--- config.mk ---
export PLATFORM = sky130hd
export DESIGN_NAME = uart_flit_tx_queue
export DESIGN_NICKNAME = d
export VERILOG_FILES = /design/src/rtl/uart_txq_pkg.sv /design/src/rtl/uart_txq_fifo.sv /design/src/rtl/uart_flit_tx_queue.sv
export SDC_FILE = /design/constraint.sdc
export NUM_CORES = 1
export LEC_CHECK = 0
export CAP_MARGIN = 20
export CORE_ASPECT_RATIO = 0.6
export CORE_MARGIN = 3
export CORE_UTILIZATION = 40
export CTS_BUF_LIST = sky130_fd_sc_hd__clkbuf_8 sky130_fd_sc_hd__clkbuf_16
export CTS_CLUSTER_SIZE = 25
export DETAILED_ROUTE_END_ITERATION = 16
export GPL_ROUTABILITY_DRIVEN = 0
export MAX_ROUTING_LAYER = met4
export PLACE_DENSITY = 0.6
export SLEW_MARGIN = 20
export SYNTH_ARGS = -nofsm -noshare
export SYNTH_HDL_FRONTEND = slang
export SYNTH_SLANG_ARGS = --single-unit
--- constraint.sdc ---
create_clock -name clock -period 3.63 [get_ports clock]
set_input_delay 0.363 -clock clock [delete_from_list [all_inputs] [get_ports clock]]
set_output_delay 0.363 -clock clock [all_outputs]
set_load 0.005 [all_outputs]
--- src/rtl/uart_txq_pkg.sv ---
// Shared constants for the UART flit transmit queue: FSM state encoding and default sizes.
package uart_txq_pkg;

  localparam int TXQ_DATA_W = 16;
  localparam int TXQ_DEPTH  = 8;

  localparam logic [1:0] ST_IDLE      = 2'd0;
  localparam logic [1:0] ST_LOAD      = 2'd1;
  localparam logic [1:0] ST_WAIT_BUSY = 2'd2;
  localparam logic [1:0] ST_WAIT_DONE = 2'd3;

endpackage

--- src/rtl/uart_txq_fifo.sv ---
// Register-array FIFO with registered occupancy; full/empty decode the count.
module uart_txq_fifo #(
  parameter int DATA_W = 16,
  parameter int DEPTH  = 8,
  parameter int ADDR_W = $clog2(DEPTH)
) (
  input  logic              clock,
  input  logic              reset,
  input  logic              push,
  input  logic [DATA_W-1:0] din,
  input  logic              pop,
  output logic [DATA_W-1:0] dout,
  output logic [ADDR_W:0]   count,
  output logic              full,
  output logic              empty
);

  logic [DEPTH-1:0][DATA_W-1:0] mem;
  logic [ADDR_W-1:0]            wr_ptr, rd_ptr;
  logic                         do_push, do_pop;

  assign full    = (count == (ADDR_W+1)'(DEPTH));
  assign empty   = (count == '0);
  assign do_push = push & ~full;
  assign do_pop  = pop & ~empty;
  assign dout    = mem[rd_ptr];

  // Storage carries no reset: contents are only observable behind a valid count.
  always_ff @(posedge clock) begin
    if (do_push) mem[wr_ptr] <= din;
  end

  // DEPTH is a power of two, so pointers wrap by natural overflow.
  always_ff @(posedge clock or posedge reset) begin
    if (reset) begin
      wr_ptr <= '0;
      rd_ptr <= '0;
      count  <= '0;
    end else begin
      if (do_push) wr_ptr <= wr_ptr + 1'b1;
      if (do_pop)  rd_ptr <= rd_ptr + 1'b1;
      case ({do_push, do_pop})
        2'b10:   count <= count + 1'b1;
        2'b01:   count <= count - 1'b1;
        default: count <= count;
      endcase
    end
  end

endmodule

--- src/rtl/uart_flit_tx_queue.sv ---
// Flit queue feeding uart_tx one word at a time, paced by tx_busy.
// Optional issued-flit counter enabled by defining UART_TXQ_STATS_EN.
module uart_flit_tx_queue
  import uart_txq_pkg::*;
#(
  parameter  int DATA_W = TXQ_DATA_W,
  parameter  int DEPTH  = TXQ_DEPTH,
  localparam int ADDR_W = $clog2(DEPTH)
) (
  input  logic              clock,
  input  logic              reset,
  input  logic [DATA_W-1:0] flit_in,
  input  logic              flit_valid,
  output logic              flit_ready,
  output logic [DATA_W-1:0] tx_data,
  output logic              new_tx_data,
  input  logic              tx_busy,
  output logic [ADDR_W:0]   count,
  output logic              empty,
  output logic              full,
  output logic [15:0]       tx_count
);

  logic [1:0]        state;
  logic [DATA_W-1:0] head;
  logic              pop;

  assign flit_ready = ~full;
  assign pop        = (state == ST_LOAD);

  uart_txq_fifo #(.DATA_W(DATA_W), .DEPTH(DEPTH), .ADDR_W(ADDR_W)) u_fifo (
    .clock (clock),
    .reset (reset),
    .push  (flit_valid & flit_ready),
    .din   (flit_in),
    .pop   (pop),
    .dout  (head),
    .count (count),
    .full  (full),
    .empty (empty)
  );

  // tx_data and the pulse are registered on entry to LOAD so both are valid
  // throughout the LOAD cycle; the FIFO pop lands at the end of it.
  always_ff @(posedge clock or posedge reset) begin
    if (reset) begin
      state       <= ST_IDLE;
      tx_data     <= '0;
      new_tx_data <= 1'b0;
    end else begin
      new_tx_data <= 1'b0;
      case (state)
        ST_IDLE: if (!empty && !tx_busy) begin
          state       <= ST_LOAD;
          tx_data     <= head;
          new_tx_data <= 1'b1;
        end
        ST_LOAD:      state <= ST_WAIT_BUSY;
        ST_WAIT_BUSY: if (tx_busy)  state <= ST_WAIT_DONE;
        ST_WAIT_DONE: if (!tx_busy) state <= ST_IDLE;
        default:      state <= ST_IDLE;
      endcase
    end
  end

`ifdef UART_TXQ_STATS_EN
  logic [15:0] tx_cnt_q;

  always_ff @(posedge clock or posedge reset) begin
    if (reset)         tx_cnt_q <= '0;
    else if (pop)      tx_cnt_q <= tx_cnt_q + 16'd1;
  end

  assign tx_count = tx_cnt_q;
`else
  assign tx_count = 16'h0000;
`endif

endmodule
# After elaboration in Yosys (flattened, before gate mapping)
# Index checks and enable logic that the tools add are counted.
# op_classes
add_sub_neg	4
order_cmp	3
eq_ne	9
mux	12
n_bitwise	5
n_reduce_logical	9
# ops
cell	n
128-bit bitwise mux	1
16-bit binary-select mux with 3-bit select	1
16-bit demux with 3-bit select	1
16-bit two-way mux	2
3-bit by 4-bit < comparator with 1-bit output (second input constant)	2
2-bit case mux with 4 select lines	1
4-bit case mux with 2 select lines	1
3-bit by 1-bit adder with 3-bit output (second input constant)	2
2-bit == test (second input constant)	3
2-bit two-way mux	3
2-bit inequality test (second input constant)	3
4-bit by 1-bit adder with 4-bit output (second input constant)	1
2-bit by 1-bit == test with 1-bit output (second input constant)	2
4-bit == test (second input constant)	1
4-bit zero test	1
4-bit by 1-bit subtractor with 4-bit output (second input constant)	1
1-bit AND	3
3-bit by 1-bit >= comparator with 1-bit output (second input constant)	1
3-bit AND reduction	1
1-bit logical AND	2
1-bit zero test	2
2-bit zero test	1
1-bit two-way mux	2
1-bit NOT	2
other kinds (2)	2
# word_totals
ff_bits	157
inputBits	20
out_inout_bits	40
wordCells	56

# Logic depth before layout (Yosys ltp)
# Gate-level depths: netlist (run 1).
# logic_depth
ltp_word	6
mapped_depth	13
depth_no_buf	12

# Modules after synthesis
# Synthesis (run 1) repeated with hierarchy kept, for this count alone.
# unflattened
cells_unflattened	324
area_unflattened_um2	6532.5
# modules_own_cells
mod	n_inst	cells_per_inst	area_each_um2	seq_area_each_um2
uart_txq_fifo	1	254	5555.3	4093.9
uart_flit_tx_queue	1	70	977.2	475.5

# Worst setup path before layout (run 1)
# Ideal clock, no wire load.
# synth_path
kind	register to register
start	reg u_fifo.count[1]
end	reg u_fifo.mem[0] (netlist name) (enable)
setup_time_ns	0.430
arrival_ns	2.612
required_time_ns	3.200
slack_ns	0.588
path_stages_with_launch	8
n_path_buf	1
period_less_slack_ns	3.042
path_cell_list	dfrtp_1 > buf_2 > nor3_1 > nand2_1 > inv_1 > nor2b_4 > inv_1 > nor4_1
# synth_between
elab_chain_cells	4
# synth_rtl
element	line	source
start, declared	uart_txq_fifo.sv:13	output logic [ADDR_W:0] count,
start signal, assigned	uart_txq_fifo.sv:43	2'b10: count <= count + 1'b1;
start signal, assigned	uart_txq_fifo.sv:44	2'b01: count <= count - 1'b1;
start signal, assigned	uart_txq_fifo.sv:45	default: count <= count;
4-bit == test (*)	uart_txq_fifo.sv:22	assign full = (count == (ADDR_W+1)'(DEPTH));
1-bit NOT (*)	uart_flit_tx_queue.sv:28	assign flit_ready = ~full;
named net flit_ready	uart_flit_tx_queue.sv:14	output logic flit_ready,
1-bit AND	uart_flit_tx_queue.sv:34	.push (flit_valid & flit_ready),
1-bit AND (*)	uart_txq_fifo.sv:24	assign do_push = push & ~full;
end signal, assigned by index	uart_txq_fifo.sv:30	if (do_push) mem[wr_ptr] <= din;
end, declared	uart_txq_fifo.sv:18	logic [DEPTH-1:0][DATA_W-1:0] mem;
# The timed path passes the listed nets; every way through them passes the cells marked *.
# A chain may end at the register's enable or synchronous reset.

# Worst setup path after layout (run 1)
# layout_path
start	reg u_fifo.count[1]
end	reg u_fifo.count[2]
# layout_between
elab_chain_cells	6
word_cells_on_any_way	13
cone_classes	add/sub: 2; eq/ne: 3; mux: 1; bitwise: 5; reduce/logical: 2
# layout_rtl
element	line	source
4-bit == test	uart_txq_fifo.sv:22	
1-bit NOT	uart_txq_fifo.sv:24, uart_flit_tx_queue.sv:28	
1-bit AND	uart_flit_tx_queue.sv:34	
1-bit AND	uart_txq_fifo.sv:24	
2-bit by 1-bit == test with 1-bit output / 2-bit == test (equally long branches)	uart_txq_fifo.sv:42	case ({do_push, do_pop})
4-bit case mux with 2 select lines / 2-bit nonzero test (equally long branches)	n/a	
# Parallel ways exist; a longest one is shown, timed or not.

==> impl_metrics.csv, run 1 <==
group,metric,value,unit
clocking,h-tree-depth,4,
final_layout,area_growth,20.2,%
floorplan,core_area,15500,um^2
placed_design,io_buffers,43,
timing,min_period_over_period,67.8,%
job,max-cap-violations,0,
worst_setup_path,criticalPathCategory,"reg2reg",
timing,slew_headroom,28.7,%
logic_synthesis,synth.yosys.seq_area_share,71.4,%
clocking,post_cts_buffers,0,
floorplan,start_util,41.3,%
worst_setup_path,path_delay_family,"adder cells",
global_route,grt_max_degree,49,
power,cellPowerDensity,813,nW/um^2
final_layout,drive_gt1_share,12.2,%
clocking,cts_resized,0,
power,power,6.26,mW
timing,fmax,406,MHz
logic_synthesis,synthCells,405,
clocking,numCtsBuffers,17,
power,combPwrFrac,28.9,%
drt,final_antenna_net_count,0,
final_layout,fillers,1296,
worst_setup_path,start_kind,"flop",
worst_setup_path,end_kind,"flop",
power,intPower,4.26,mW
outcome,status,"completed",
logic_synthesis,netlist-cell-type-count,36,
final_layout,seq_area,4570,um^2
timing,finalSetupViolCount,0,
worst_setup_path,critPathMaxStageDelay,0.49,ns
floorplan,ios,60,
timing,slew_viol_final,0,
timing,skew,0.00687,ns
power,clockPowerShare,28.0,%
hold_path,hp-class,"in2async",
worst_setup_path,cpMaxStageDelayCell,"dfrtp_1",
clocking,postCtsHoldBufs,0,
floorplan,die_area,17600,um^2
power,power_frac_seq,43.2,%
timing,fin_setup_tns,0,ns
floorplan,die-width,169,um
drt,vias,3443,
timing,worst_pin_slew,1.06,ns
worst_setup_path,cp.arrival,2.75,ns
power,ir_worst_vdd,0.354,mV
logic_synthesis,ys_ff_latch,157,
logic_synthesis,synth_area_per_cell,15.8,um^2
clocking,insertion_delay,0.42,ns
timing,final-hold-violation-count,0,
drt,postRouteWirelength,13.3,mm
worst_setup_path,crit_fanout,9,
global_route,overflow,0,
worst_setup_path,critPathBufInv,2,
timing,grt_setup_unrepaired,"false",
drt,wl_per_cell,19.7,um
final_layout,multiInputGateArea,1630,um^2
clocking,clock_path_buffers,2,
placed_design,dpl.hpwl,7.93,mm
global_route,grt_use_total,16.1,%
drt,via_per_inst,5.09,
power,p_leak,2.86,nW
clocking,cts_tree,"yes",
floorplan,die_y,104,um
drt,firstDrtPassIters,4,
final_layout,nNetsFinal,490,
final_layout,antenna_cells,0,
clocking,path_clk_slew,0.06,ns
drt,route.detailed.drc,0,
drt,dr.first_iter.drc_count,255,
worst_setup_path,crit_top_cell,"xor2_1",
worst_setup_path,critical_path.cell_chain,"nor3_1 -> nand2_1 -> inv_1 -> nor2b_4 -> inv_1 -> ha_1 -> xor2_1 -> ha_1 -> a21oi_1 -> xor2_1 -> nor2_1 -> xor2_1",
power,switching_share,31.9,%
global_route,grt_pass1_wl,20.2,mm
clocking,cts.sinks,157,
floorplan,row_count,35,
timing,fin_crit,2.46,ns
timing,timing.hold.ws,0.343,ns
worst_setup_path,cp_data_required_time,3.92,ns
global_route,grt_pass1_vias,3479,
logic_synthesis,synth_warnings,0,
clocking,cts_root_buf,"clkbuf_16",
logic_synthesis,synthesis.area,6400,um^2
global_route,antenna_found_initial,0,
power,p_switching,2.00,mW
sequential cells by signal, indices dropped and copies added, names as in the netlist:
signal,count
new_tx_data,1
u_fifo.mem,128
state,2
u_fifo.count,4
u_fifo.rd_ptr,3
u_fifo.wr_ptr,3
tx_data,16
routing by layer:
metal / part of all wire (%) / track usage (%) / vias to the layer above
met3: 4.5 / 3.95 / 16
met1: 50 / 23.2 / 1739
met5: 0 / - / -
met4: 1.2 / 5.02 / 0
met2: 44 / 22.5 / 81
li1: - / - / 1607
Yosys cell counts (all sizes together):
cell type | instances | area share, %
nor2b | 5 | 0.65
mux2 | 4 | 0.70
a32oi | 1 | 0.14
xor2 | 5 | 0.68
o21ai | 18 | 1.4
a22oi | 32 | 3.8
nand2b | 3 | 0.29
inv | 21 | 1.2
and2 | 1 | 0.098
conb | 1 | 0.059
nor3 | 6 | 0.47
nand3 | 17 | 1.3
nor2 | 8 | 0.47
nand2 | 6 | 0.35
mux2i | 64 | 10
buf | 30 | 3.1
ha | 9 | 1.8
o211ai | 1 | 0.12
xnor2 | 4 | 0.55
o22ai | 1 | 0.098
a21oi | 2 | 0.16
edfxtp | 128 | 60
nor3b | 2 | 0.31
clkbuf | 4 | 0.29
nor4 | 2 | 0.43
a211oi | 1 | 0.12
dfrtp | 29 | 11
power by group through the flow:
stage          clock network [mW]  logic (mW)  registers (mW)
2_1_floorplan                   0        1.25            2.55
3_3_place_gp                    0        1.79            2.73
3_5_place_dp                    0        1.83            2.74
4_1_cts                      1.77        1.84            2.71
5_1_grt                      1.86        1.98            2.75
6_report                     1.75        1.81            2.70
layout by cell type (no fill, tap or decap), types with 2 or more instances in the layout:
cell type        synthesis  layout
edfxtp_1               128     128
mux2i_1                 64      64
clkdlybuf4s50_1          0      43
a22oi_1                 32      32
dfrtp_1                 29      28
inv_1                   21      21
nand3_1                 17      17
clkbuf_16                0      17
o21ai_1                 16      16
conb_1                   1      16
ha_1                     9       9
buf_4                   21       9
nor2_1                   8       7
nand2_1                  6       6
xor2_1                   5       5
xnor2_1                  4       4
nor3_2                   0       4
buf_12                   0       4
nor2b_2                  1       3
nand2b_1                 3       3
inv_6                    0       3
clkinv_4                 0       3
clkinv_2                 0       3
a21oi_1                  2       2
nor3_1                   6       2
o21ai_0                  2       2
mux2_2                   2       2
clkinv_1                 0       2
mux2_1                   2       2
bufinv_16                0       2
area by class of cell:
type | count | area share [%]
clock buffer | 18 | 5.71
clock inverter | 14 | 1.85
inverter | 21 | 1.02
multi-input combinational | 208 | 21.2
sequential | 157 | 59.4
tap | 203 | 3.30
timing repair buffer | 56 | 7.51
logic make-up (layout without fill, tap and decap cells):
family / count (synthesis) / after routing / share of synthesized area [%]
other cells: 1 / 16 / 0.0586
fa+ha+maj: 9 / 9 / 1.76
buf+inv: 55 / 109 / 4.67
simple gates: 50 / 50 / 4.40
compound gates: 56 / 56 / 5.79
xor+xnor: 9 / 9 / 1.23
flops: 157 / 157 / 71.4
mux: 68 / 68 / 10.7
metrics by stage:
step                      cells  worst slack (ns)  utilization (%)  area [um^2]
final                       677              1.17             49.6         7690
after global routing        677             0.848             49.6         7690
after CTS                   677              1.15             49.6         7690
after detailed placement    645              1.11             45.9         7110
after global placement      645              1.15             45.9         7110
after floorplan             420             0.588                -         6460
worst paths after layout:
| kind | end | depth (start not counted) | from | slack, ns |
|---|---|---|---|---|
| max | u_fifo.count[2]$_DFFE_PP0P_ | 12 | u_fifo.count[1]$_DFFE_PP0P_ | 1.17 |
| min | tx_data[12]$_DFFE_PP0P_ | 2 | reset | 0.34 |
| max reg2reg | u_fifo.count[2]$_DFFE_PP0P_ | 12 | u_fifo.count[1]$_DFFE_PP0P_ | 1.17 |
| min reg2reg | tx_data[1]$_DFFE_PP0P_ | 2 | tx_data[1]$_DFFE_PP0P_ | 0.52 |
| max in group asynchronous | tx_data[15]$_DFFE_PP0P_ | 3 | reset | 2.64 |
| min in group clock | tx_data[1]$_DFFE_PP0P_ | 2 | tx_data[1]$_DFFE_PP0P_ | 0.52 |
Power figures use the tool's default switching activity.
==> run 2: changes to the inputs <==
--- a/config.mk
+++ b/config.mk
@@ -14,7 +14,7 @@
 export DETAILED_ROUTE_END_ITERATION = 16
 export GPL_ROUTABILITY_DRIVEN = 0
 export MAX_ROUTING_LAYER = met4
-export PLACE_DENSITY = 0.6
+export PLACE_DENSITY = 0.62
 export SLEW_MARGIN = 20
 export SYNTH_ARGS = -nofsm -noshare
 export SYNTH_HDL_FRONTEND = slang
==> constraint.sdc (replaced) <==
create_clock -name clock -period 2.24 [get_ports clock]
set_input_delay 0.224 -clock clock [delete_from_list [all_inputs] [get_ports clock]]
set_output_delay 0.224 -clock clock [all_outputs]
set_load 0.005 [all_outputs]
==> impl_metrics.csv, run 2 (same netlist as run 1, synthesis figures left out) <==
group,metric,value,unit
outcome,status,"completed",
global_route,antenna_found_initial,0,
timing,min_period_over_period,96.2,%
drt,firstDrtPassIters,4,
final_layout,final_cell_mix,"edfxtp_1 (128), mux2i_1 (64), clkdlybuf4s50_1 (43), a22oi_1 (32), dfrtp_1 (26)",
global_route,grt_use_total,15.8,%
clocking,cts_tree,"yes",
drt,final_antenna_net_count,0,
worst_setup_path,critical_path.cell_chain,"nor4_4 -> buf_4 -> clkdlybuf4s50_1",
worst_setup_path,critPathMaxStageDelay,0.50,ns
floorplan,die_area,17600,um^2
clocking,postCtsHoldBufs,0,
drt,route.detailed.drc,0,
clocking,h-tree-depth,4,
clocking,path_clk_slew,0.07,ns
clocking,cts_root_buf,"clkbuf_16",
floorplan,die-width,169,um
global_route,grt_pass1_vias,3473,
timing,grt_setup_unrepaired,"false",
floorplan,row_count,35,
worst_setup_path,criticalPathCategory,"reg2out",
timing,timing.hold.ws,0.230,ns
final_layout,antenna_cells,0,
clocking,insertion_delay,0.41,ns
timing,finalSetupViolCount,0,
final_layout,top_register,"u_fifo.mem",
timing,fin_setup_tns,0,ns
global_route,grt_max_degree,34,
drt,dr.first_iter.drc_count,214,
worst_setup_path,crit_fanout,4,
timing,skew,0.0125,ns
worst_setup_path,end_kind,"primary output",
placed_design,placed_cells,657,
worst_setup_path,start_kind,"flop",
clocking,cts.sinks,157,
placed_design,dpl.hpwl,7.74,mm
final_layout,largest_reg_flops,128,
placed_design,io_buffers,43,
worst_setup_path,cp.arrival,1.93,ns
floorplan,core_area,15500,um^2
timing,fin_crit,2.15,ns
global_route,grt_pass1_wl,20.3,mm
timing,worst_pin_slew,0.720,ns
job,max-cap-violations,0,
power,cellPowerDensity,1310,nW/um^2
timing,final-hold-violation-count,0,
worst_setup_path,cpMaxStageDelayCell,"clkdlybuf4s50_1",
final_layout,area_growth,23.0,%
final_layout,top_regs,"u_fifo.mem (128), tx_data (16), u_fifo.count (4)",
drt,postRouteWirelength,12.9,mm
floorplan,die_y,104,um
clocking,clock_path_buffers,2,
hold_path,hp-class,"in2async",
power,ir_worst_vdd,0.547,mV
power,p_leak,2.92,nW
floorplan,ios,60,
global_route,overflow,0,
final_layout,layout_commonest_cell,"edfxtp_1",
final_layout,drive_gt1_share,15.0,%
clocking,numCtsBuffers,17,
timing,fmax,464,MHz
timing,slew_headroom,52.0,%
final_layout,nNetsFinal,502,
drt,via_per_inst,5.04,
timing,slew_viol_final,0,
drt,wl_per_cell,18.7,um
final_layout,final_cells,689,
worst_setup_path,cp_data_required_time,2.02,ns
final_layout,final_util,50.8,%
floorplan,start_util,41.3,%
drt,vias,3471,
## run 2: cell count changes in the layout (fill, tap and decap cells not counted), moves of 2 or more
| cell | previous run | this run |
|---|---|---|
| buf_12 | 4 | 10 |
| buf_4 | 9 | 15 |
| clkinvlp_4 | 1 | 5 |
| clkinv_2 | 3 | 0 |
| inv_8 | 0 | 3 |
| nor2b_2 | 3 | 0 |
| clkinv_1 | 2 | 0 |
| dfrtp_1 | 28 | 26 |
| dfrtp_2 | 0 | 2 |
| nor2b_1 | 1 | 3 |
## run 2: final timing paths
check	from	end	slack (ns)	depth (start not counted)
max in group asynchronous	reset	tx_data[2]$_DFFE_PP0P_	1.36	3
worst max register to register	u_fifo.count[3]$_DFFE_PP0P_	u_fifo.count[2]$_DFFE_PP0P_	0.15	9
worst max-delay path	u_fifo.count[3]$_DFFE_PP0P_	empty	0.09	3
min in group clock	flit_in[13]	u_fifo.mem[93]$_DFFE_PP_	0.53	1
worst min register to register	tx_data[4]$_DFFE_PP0P_	tx_data[4]$_DFFE_PP0P_	0.53	2
worst min-delay path	reset	u_fifo.wr_ptr[2]$_DFFE_PP0P_	0.23	2
## run 2: area by class of cell
cell class	count	area [um^2]
clock buffer	17	425
clock inverter	15	154
fill	1320	7630
inverter	21	78.8
multi-input combinational	208	1640
sequential	157	4580
tap	203	254
timing repair buffer	68	743
## run 2: stage by stage
step / power (mW) / worst slack [ns] / area, um^2
floorplan: 6.18 / -0.393 / 6470
global placement: 7.48 / 0.189 / 7280
detailed placement: 7.57 / 0.0662 / 7280
CTS: 10.4 / 0.0474 / 7860
global route: 10.9 / 0.00238 / 7870
finish: 10.3 / 0.0862 / 7870
## run 2: routing by layer
layer,GRT usage [%],up-vias,wire length [um]
li1,-,1635,-
met1,23.0,1744,6270
met2,22.6,83,5880
met3,3.34,9,671
met4,4.38,0,84
met5,-,-,0
## run 2: critical path: cells and delay by family, from the launching register on
kind | cells | cell delay (ns)
buffers and inverters | 2 | 0.70
AND/OR/NAND/NOR | 1 | 0.36
flip-flops | 1 | 0.45
## run 2: power by group
part           internal [mW]  switching, mW
clock network           1.57           1.23
registers               3.81          0.392
logic                   1.59           1.69
total                   6.97           3.31
## run 2: what timing repair did
action	in CTS	in global routing
setup buffers	0	0
gates resized for setup	0	5
setup endpoints to repair	0	1
==> run 3: changes to the inputs <==
--- a/config.mk
+++ b/config.mk
@@ -8,14 +8,15 @@
 export CAP_MARGIN = 20
 export CORE_ASPECT_RATIO = 0.6
 export CORE_MARGIN = 3
-export CORE_UTILIZATION = 40
+export CORE_UTILIZATION = 52
 export CTS_BUF_LIST = sky130_fd_sc_hd__clkbuf_8 sky130_fd_sc_hd__clkbuf_16
 export CTS_CLUSTER_SIZE = 25
 export DETAILED_ROUTE_END_ITERATION = 16
 export GPL_ROUTABILITY_DRIVEN = 0
 export MAX_ROUTING_LAYER = met4
-export PLACE_DENSITY = 0.62
+export PLACE_DENSITY_LB_ADDON = 0.1
 export SLEW_MARGIN = 20
 export SYNTH_ARGS = -nofsm -noshare
 export SYNTH_HDL_FRONTEND = slang
+export SYNTH_HIERARCHICAL = 1
 export SYNTH_SLANG_ARGS = --single-unit
==> impl_metrics.csv, run 3 <==
group,metric,value,unit
timing,finalSetupViolCount,4,
outcome,violations,"negative setup slack",
job,max-cap-violations,0,
worst_setup_path,r2r_slack,-0.21,ns
clocking,cts_root_buf,"clkbuf_16",
final_layout,final_cell_area,8090,um^2
hold_path,hp-class,"in2async",
final_layout,nNetsFinal,450,
global_route,antenna_found_initial,0,
drt,dr.first_iter.drc_count,215,
timing,fin_setup_tns,-0.420,ns
clocking,cts_tree,"yes",
logic_synthesis,synth_largest_area_cell,"edfxtp_1",
global_route,overflow,0,
worst_setup_path,cpMaxStageDelayCell,"or4b_4",
logic_synthesis,synth.yosys.seq_area_share,69.9,%
worst_setup_path,crit_top_cell,"or4b_4",
timing,skew,0.0137,ns
logic_synthesis,synthArstFlopShare,18.5,%
global_route,grt_pass1_vias,3284,
floorplan,ios,60,
final_layout,top_register,"u_fifo/mem",
worst_setup_path,cp.arrival,2.72,ns
timing,fin_ws,-0.206,ns
floorplan,die_area,14000,um^2
logic_synthesis,synth_commonest_cells,"edfxtp_1 (128), dfrtp_1 (29), mux2_2 (26), mux4_1 (25), buf_4 (16)",
floorplan,row_count,31,
placed_design,pre_cts_ws,-0.328,ns
drt,vias,3233,
final_layout,top_regs,"u_fifo/mem (128), tx_data (16), u_fifo/count (4)",
worst_setup_path,end_kind,"flop",
final_layout,fillers,845,
worst_setup_path,r2r_cells,9,
logic_synthesis,synth_warnings,6,
worst_setup_path,critical_path.cell_chain,"or4b_4 -> inv_4 -> nor2b_4 -> nand2_2 -> ha_4 -> ha_1 -> or4b_4 -> o311ai_2 -> o211ai_1",
power,ir_worst_vdd,0.627,mV
worst_setup_path,cp_data_required_time,2.51,ns
worst_setup_path,crit_fanout,3,
drt,wl_per_cell,20.7,um
worst_setup_path,r2r_end,"u_fifo/count[3]$_DFFE_PP0P_",
outcome,status,"complete, but fails checks",
timing,min_period_over_period,109,%
timing,fin_crit,2.45,ns
logic_synthesis,synth-main-ff-cell,"edfxtp_1",
clocking,numCtsBuffers,17,
clocking,cts.sinks,157,
clocking,h-tree-depth,4,
global_route,grt_pass1_wl,19.0,mm
timing,final-hold-violation-count,0,
global_route,grt_use_total,19.6,%
floorplan,core_area,12200,um^2
final_layout,largest_reg_flops,128,
drt,route.detailed.drc,0,
logic_synthesis,synth_area_leaders,"edfxtp_1 (59%), dfrtp_1 (11%), mux4_1 (10%), mux2_2 (4.5%), mux4_2 (2.4%)",
final_layout,final_cell_mix,"edfxtp_1 (128), clkdlybuf4s50_1 (40), buf_4 (37), dfrtp_1 (28)",
logic_synthesis,synth_area_per_cell,20.2,um^2
logic_synthesis,synthesis.area,6530,um^2
timing,fmax,409,MHz
worst_setup_path,critPathMaxStageDelay,0.59,ns
timing,grt_setup_unrepaired,"true",
timing,slew_viol_final,0,
clocking,insertion_delay,0.41,ns
worst_setup_path,startpoint,"u_fifo/count[2]$_DFFE_PP0P_",
clocking,clock_path_buffers,2,
floorplan,die-width,151,um
timing,timing.hold.ws,0.132,ns
final_layout,drive_gt1_share,31.5,%
final_layout,layout_commonest_cell,"edfxtp_1",
worst_setup_path,timing.rr.start,"u_fifo/count[2]$_DFFE_PP0P_",
clocking,path_clk_slew,0.06,ns
logic_synthesis,yosysTopAreaCellShare,58.8,%
drt,firstDrtPassIters,4,
power,cellPowerDensity,1300,nW/um^2
global_route,grt_max_degree,35,
floorplan,die_y,92.8,um
logic_synthesis,synthCells,324,
power,p_leak,2.97,nW
drt,final_antenna_net_count,0,
logic_synthesis,synth_edf_count,128,
placed_design,dpl.hpwl,7.34,mm
drt,via_per_inst,5.42,
placed_design,placed_area,7400,um^2
drt,postRouteWirelength,12.3,mm
logic_synthesis,netlist-cell-type-count,38,
final_layout,area_growth,23.8,%
worst_setup_path,criticalPathCategory,"reg2reg",
worst_setup_path,start_kind,"flop",
final_layout,antenna_cells,0,
logic_synthesis,yosysMostFrequentCell,"edfxtp_1",
placed_design,io_buffers,43,
floorplan,start_util,53.6,%
logic_synthesis,ys_ff_latch,157,
## run 3: changes by cell type after synthesis, sizes merged, moves of 8 or more
cell,change
mux2i,-62
a22oi,-32
mux4,+32
mux2,+31
o21ai,-17
nand3,-14
inv,-10
buf,-8
## run 3: worst max path at each step
stage | to | slack (ns) | depth (start not counted)
CTS | u_fifo/count[3]$_DFFE_PP0P_ | -0.20 | 10
floorplan | u_fifo/count[3]$_DFFE_PP0P_ | -0.42 | 9
global placement | u_fifo/count[3]$_DFFE_PP0P_ | -0.24 | 9
detailed placement | u_fifo/count[3]$_DFFE_PP0P_ | -0.33 | 9
global route | u_fifo/count[3]$_DFFE_PP0P_ | -0.28 | 8
finish | u_fifo/count[3]$_DFFE_PP0P_ | -0.21 | 9
## run 3: layout make-up
class	instances	area [um^2]	area share, %
timing repair buffer	89	860	10.6
clock buffer	18	439	5.43
tap	165	206	2.55
inverter	11	43.8	0.541
sequential	157	4570	56.5
multi-input combinational	143	1860	23.0
clock inverter	14	105	1.30
## run 3: timing repair
action,4_1_cts,5_1_grt
hold buffers,0,0
setup buffers,6,3
cloned,0,0
pin swaps,5,7
endpoints found under the setup margin,4,16
resized for setup,16,12
## run 3: power breakdown
group	switching (mW)	leakage, nW	internal, mW
registers	0.252	1.51	3.81
clock network	1.07	0.269	1.53
logic	1.67	1.20	2.20
total	2.99	2.97	7.54
## run 3: metal layers
layer,GRT usage (%),vias up,share of wire [%]
li1,-,1457,-
met1,29.4,1683,50
met2,27.2,77,45
met3,4.06,16,4.2
met4,6.26,0,1.2
met5,-,-,0
## run 3: cells by family (layout without fill, tap and decap cells)
logic type | Yosys count | after routing | share of synthesized area, %
other | 1 | 16 | 0.0574
AND/OR/NAND/NOR | 32 | 32 | 2.78
buffers and inverters | 39 | 132 | 3.89
adder cells (fa/ha/maj) | 11 | 11 | 2.22
XOR/XNOR | 6 | 6 | 0.804
multiplexers | 69 | 69 | 19.3
AO/OA/AOI/OAI | 9 | 9 | 0.977
flip-flops | 157 | 157 | 69.9
## run 3: worst max-delay path: cells and delay by family (launching register included)
kind	cells	cell delay, ns
simple gates	4	1.19
flops	1	0.41
fa+ha+maj	2	0.39
compound gates	2	0.22
buf+inv	1	0.09
## run 3: metrics by stage
step	instances	total power, mW	utilization (%)
2_1_floorplan	339	6.32	-
3_3_place_gp	557	7.66	60.8
3_5_place_dp	557	7.76	60.8
4_1_cts	594	10.5	65.8
5_1_grt	597	11.1	66.4
6_report	597	10.5	66.4
==> RTL edit 1, RTL diff (flow settings as in run 1) <==
Register the output `count`; this adds one clock of latency there. The other outputs are not delayed to match. Comments in the files are not updated.
--- a/src/rtl/uart_flit_tx_queue.sv
+++ b/src/rtl/uart_flit_tx_queue.sv
@@ -21,6 +21,8 @@
   output logic [15:0]       tx_count
 );
 
+  logic [ADDR_W:0] count_d;
+
   logic [1:0]        state;
   logic [DATA_W-1:0] head;
   logic              pop;
@@ -35,7 +37,7 @@
     .din   (flit_in),
     .pop   (pop),
     .dout  (head),
-    .count (count),
+    .count (count_d),
     .full  (full),
     .empty (empty)
   );
@@ -76,4 +78,8 @@
   assign tx_count = 16'h0000;
 `endif
 
+  always_ff @(posedge clock) begin
+    count <= count_d;
+  end
+
 endmodule
Formal check against the unedited RTL: not equivalent (a bounded check fails within 4 cycles, from zero or initial values and one cycle with reset high).
==> RTL edit 1 against run 1 <==
Design area rose by 0.26%. Area after synthesis rose by 1.3%. Sequential cell count rose by 4. Critical path type unchanged. First-iteration DRC count fell by 13%. Routed wire length fell by 3.6%. Final cell count rose by 0.59%. Via count fell by 1.3%. Power fell by 0.47%. Clock power fell by 2%. Setup slack improved by 0.023 ns. Global-route usage fell by 0.67 points.
==> RTL edit 1: results (changes against run 1) <==
The routed wire length is 12800 µm (-3.6%). The worst supply voltage drop on vdd was 356 µV (+0.37%). The logs give 834 µm (+40%) for the met3 wire length and 3397 (-1.3%) for the count of vias placed by the detailed router. The run gives 0.352 (+0.0642) as the normalized max-slew margin. By area the synthesized netlist is led by edfxtp_1 (59%), dfrtp_1 (11%), mux2i_1 (9.9%). The number of instances in the placed design came out at 649 (+0.62%). The via density per instance is 4.99 (-1.9%). The total met2 wirelength after detailed routing was 5790 µm (-2.3%); the total leakage power was 2.86 nW (+0.11%).

The global-route wire length before repair is 19800 µm (-2.0%), and the fraction of final layout cells sized beyond drive strength 1 is 0.126 (+0.00316). The share of power burned in the clock network was 0.274 (-0.006); the maximum clock skew at final layout was 0.0137 ns (+0.00685 ns). The run gives 7140 µm² (+0.42%) as the post-place instance area. The met2 track demand over resource in global routing is 0.226 (+0.000483), and the worst hold slack after final layout is 0.401 ns (+0.0574 ns). The run finished with clean final reports.

Number of DRC markers after the initial detailed-route iteration: 221 (-13%). The clock transition at the registers of the reported paths is 0.07 ns, and the net count of the finished layout is 494 (+0.82%). The number of synthesized flops with an enable pin is 128 (unchanged). Sequential cell area fraction in the yosys report: 0.717 (+0.00354). For the global routing met1 resource utilization, the log shows 0.218 (-0.0132).

The run gives 0.154 (-0.00671) as the total global routing track utilization. The logs give 7650 µm (-3.6%) for the half-perimeter wire length of the detailed placement result and 37 (+2.8%) for the count of distinct cell types in the synthesized netlist. The switching power total came out at 2.05 mW (+2.6%). The data arrival at the endpoint of the critical path was 2.74 ns (about the same); the setup slack after placement was 1.17 ns (+0.0557 ns).

For the via count of the first global-routing pass, the log shows 3445 (-0.98%). The pin count of the biggest net entering global routing came out at 46 (-6.1%). The fraction of synthesis flops using an asynchronous set or reset pin is 0.180 (-0.00459). The mean instance size in the synthesized netlist is 15.8 µm² (+0.26%).
==> RTL edit 1: cell types whose count changed in the layout (fill, tap and decap cells not counted), sizes merged <==
cell,before,now
clkinvlp,1,4
bufinv,2,0
clkinv,8,4
inv,24,28
clkbuf,18,17
dfxtp,0,4
==> RTL edit 1: power groups by stage <==
| stage | clock network [mW] | logic, mW | registers [mW] |
|---|---|---|---|
| 2_1_floorplan | 0 | 1.25 | 2.62 |
| 3_3_place_gp | 0 | 1.76 | 2.78 |
| 3_5_place_dp | 0 | 1.78 | 2.81 |
| 4_1_cts | 1.74 | 1.79 | 2.77 |
| 5_1_grt | 1.83 | 1.94 | 2.82 |
| 6_report | 1.71 | 1.76 | 2.77 |
==> RTL edit 1: layout make-up <==
class,instances,area (µm²)
Inverter,21,78.8
Timing Repair Buffer,56,528
Tap cell,203,254
Clock buffer,17,425
Clock inverter,15,146
Multi-Input combinational cell,208,1630
Sequential cell,161,4650
Fill cell,1309,7880
==> RTL edit 1: kinds of logic (layout without fill, tap and decap cells) <==
kind of cell,Yosys count,in the layout,share of synthesized area
xor+xnor,9,9,0.0122
flops,161,161,0.717
buf+inv,55,109,0.0461
mux,68,68,0.106
simple gates,50,50,0.0434
fa+ha+maj,9,9,0.0174
other cells,1,16,0.000579
compound gates,56,56,0.0571
==> RTL edit 1: critical path: cells and delay by family, from the launching register on <==
kind / cells / cell delay (ns)
adder cells (fa/ha/maj): 2 / 0.51
flip-flops: 1 / 0.49
AND/OR/NAND/NOR: 4 / 0.46
XOR/XNOR: 3 / 0.41
buffers and inverters: 2 / 0.33
AO/OA/AOI/OAI: 1 / 0.14
==> RTL edit 2, RTL diff (flow settings as in run 1) <==
Without the edit above. Build with the macro `UART_TXQ_STATS_EN` defined.
--- a/src/rtl/uart_flit_tx_queue.sv
+++ b/src/rtl/uart_flit_tx_queue.sv
@@ -1,5 +1,7 @@
 // Flit queue feeding uart_tx one word at a time, paced by tx_busy.
 // Optional issued-flit counter enabled by defining UART_TXQ_STATS_EN.
+`define UART_TXQ_STATS_EN
+
 module uart_flit_tx_queue
   import uart_txq_pkg::*;
 #(
Behaviour: not the same (Yosys sat finds a counterexample within 4 cycles, from zero or initial values and one cycle with reset high).
==> RTL edit 2 against run 1 <==
Final cell count rose by 12%. Combinational power rose by 9%. Utilization rose by 1.3 points. Via count rose by 11%. Routed wire length rose by 7.5%. Sequential share of layout area fell by 0.68 points. Synthesized cell count rose by 11%. Setup slack got worse by 0.21 ns. Power rose by 6.4%. Sequential cell count rose by 16. Design area rose by 10%. Area after synthesis rose by 8.8%.
==> RTL edit 2: results (changes against run 1) <==
The flow ran to the end, and the final reports show no timing, DRC or antenna violations. The worst hold slack after final layout came out at 0.383 ns (+0.0396 ns). The run gives 0.714 (about the same) as the sequential cell area fraction in the yosys report. The via count of the first global-routing pass was 3912 (+12%); the fraction of synthesis flops using an asynchronous set or reset pin was 0.260 (+0.0754).

The fraction of the mapped netlist area in adder cells is 0.0198 (+0.00217), and the parity-gate share of the synthesized area counting xor and xnor cells is 0.0302 (+0.0179). The logs give 240 (-5.9%) for the number of DRC markers after the initial detailed-route iteration and 3818 (+11%) for the count of vias placed by the detailed router. The logs give 6230 µm (+5.1%) for the total met2 wirelength after detailed routing and 3.13 nW (+9.6%) for the total leakage power. Cell with the largest stage delay on the worst path: or4b_4. The run gives 548 (+12%) as the net count of the finished layout. The depth of the worst register-to-register path works out to 10 (-2). The met3 wire length is 864 µm (+45%), and the total global routing track utilization is 0.164 (+0.00326). The run gives 2.97 ns (+0.22 ns) as the data arrival at the endpoint of the critical path. The number of buffer cells added on primary ports came out at 59 (+37%).

The fraction of final layout cells sized beyond drive strength 1 was 0.115 (-0.00727); the met2 track demand over resource in global routing was 0.232 (+0.00717). The tools report the worst supply voltage drop on vdd as 444 µV (+25%). In the post-synthesis netlist, the biggest area contributors are edfxtp_1 (55%), dfrtp_1 (16%), mux2i_1 (9.2%). The logs give 22700 µm (+12%) for the global-route wire length before repair and 725 (+12%) for the number of instances in the placed design. The reg2reg setup slack is 0.96 ns (-0.21 ns), and the final instance count without filler cells is 758 (+12%).
[RTL edit 2: changes by cell type after synthesis, sizes merged, moves of 4 or more]
cell	delta
buf	-17
dfrtp	+16
nand2	+9
nand3	+4
nand4	+5
nor2	+6
xnor2	+13
[RTL edit 2: power by group]
| part | total, mW | internal (mW) | switching, mW | leakage [nW] |
|---|---|---|---|---|
| Combinational | 1.98 | 0.963 | 1.02 | 1.13 |
| Sequential | 2.90 | 2.56 | 0.338 | 1.72 |
| Clock | 1.78 | 0.971 | 0.811 | 0.273 |
| Total | 6.66 | 4.49 | 2.17 | 3.13 |
[RTL edit 2: worst max path at each step]
stage | start | to | slack [ns]
after floorplan | u_fifo.count[0] | u_fifo.mem[0] | 0.75
after global placement | u_fifo.count[0] | u_fifo.count[2] | 1.03
after detailed placement | u_fifo.count[1] | u_fifo.count[2] | 0.97
after CTS | u_fifo.count[1] | u_fifo.count[2] | 0.96
after global routing | u_fifo.count[1] | u_fifo.count[2] | 0.78
final | u_fifo.count[1] | u_fifo.count[2] | 0.96
[RTL edit 2: stage by stage]
stage	cell area, µm²	setup slack, ns	power, mW	util
after floorplan	6960	0.750	4.11	-
after global placement	7860	1.03	4.86	0.473
after detailed placement	7860	0.974	4.92	0.473
after CTS	8440	0.957	6.72	0.508
after global routing	8470	0.781	7.06	0.509
final	8470	0.965	6.66	0.509
[RTL edit 2: final cells by class]
type                       count  area [µm²]
timing repair buffer          69         686
clock inverter                15         158
tap                          228         285
inverter                      22        82.6
multi-input combinational    234        1860
clock buffer                  17         425
sequential                   173        4970
fill                        1396        8160
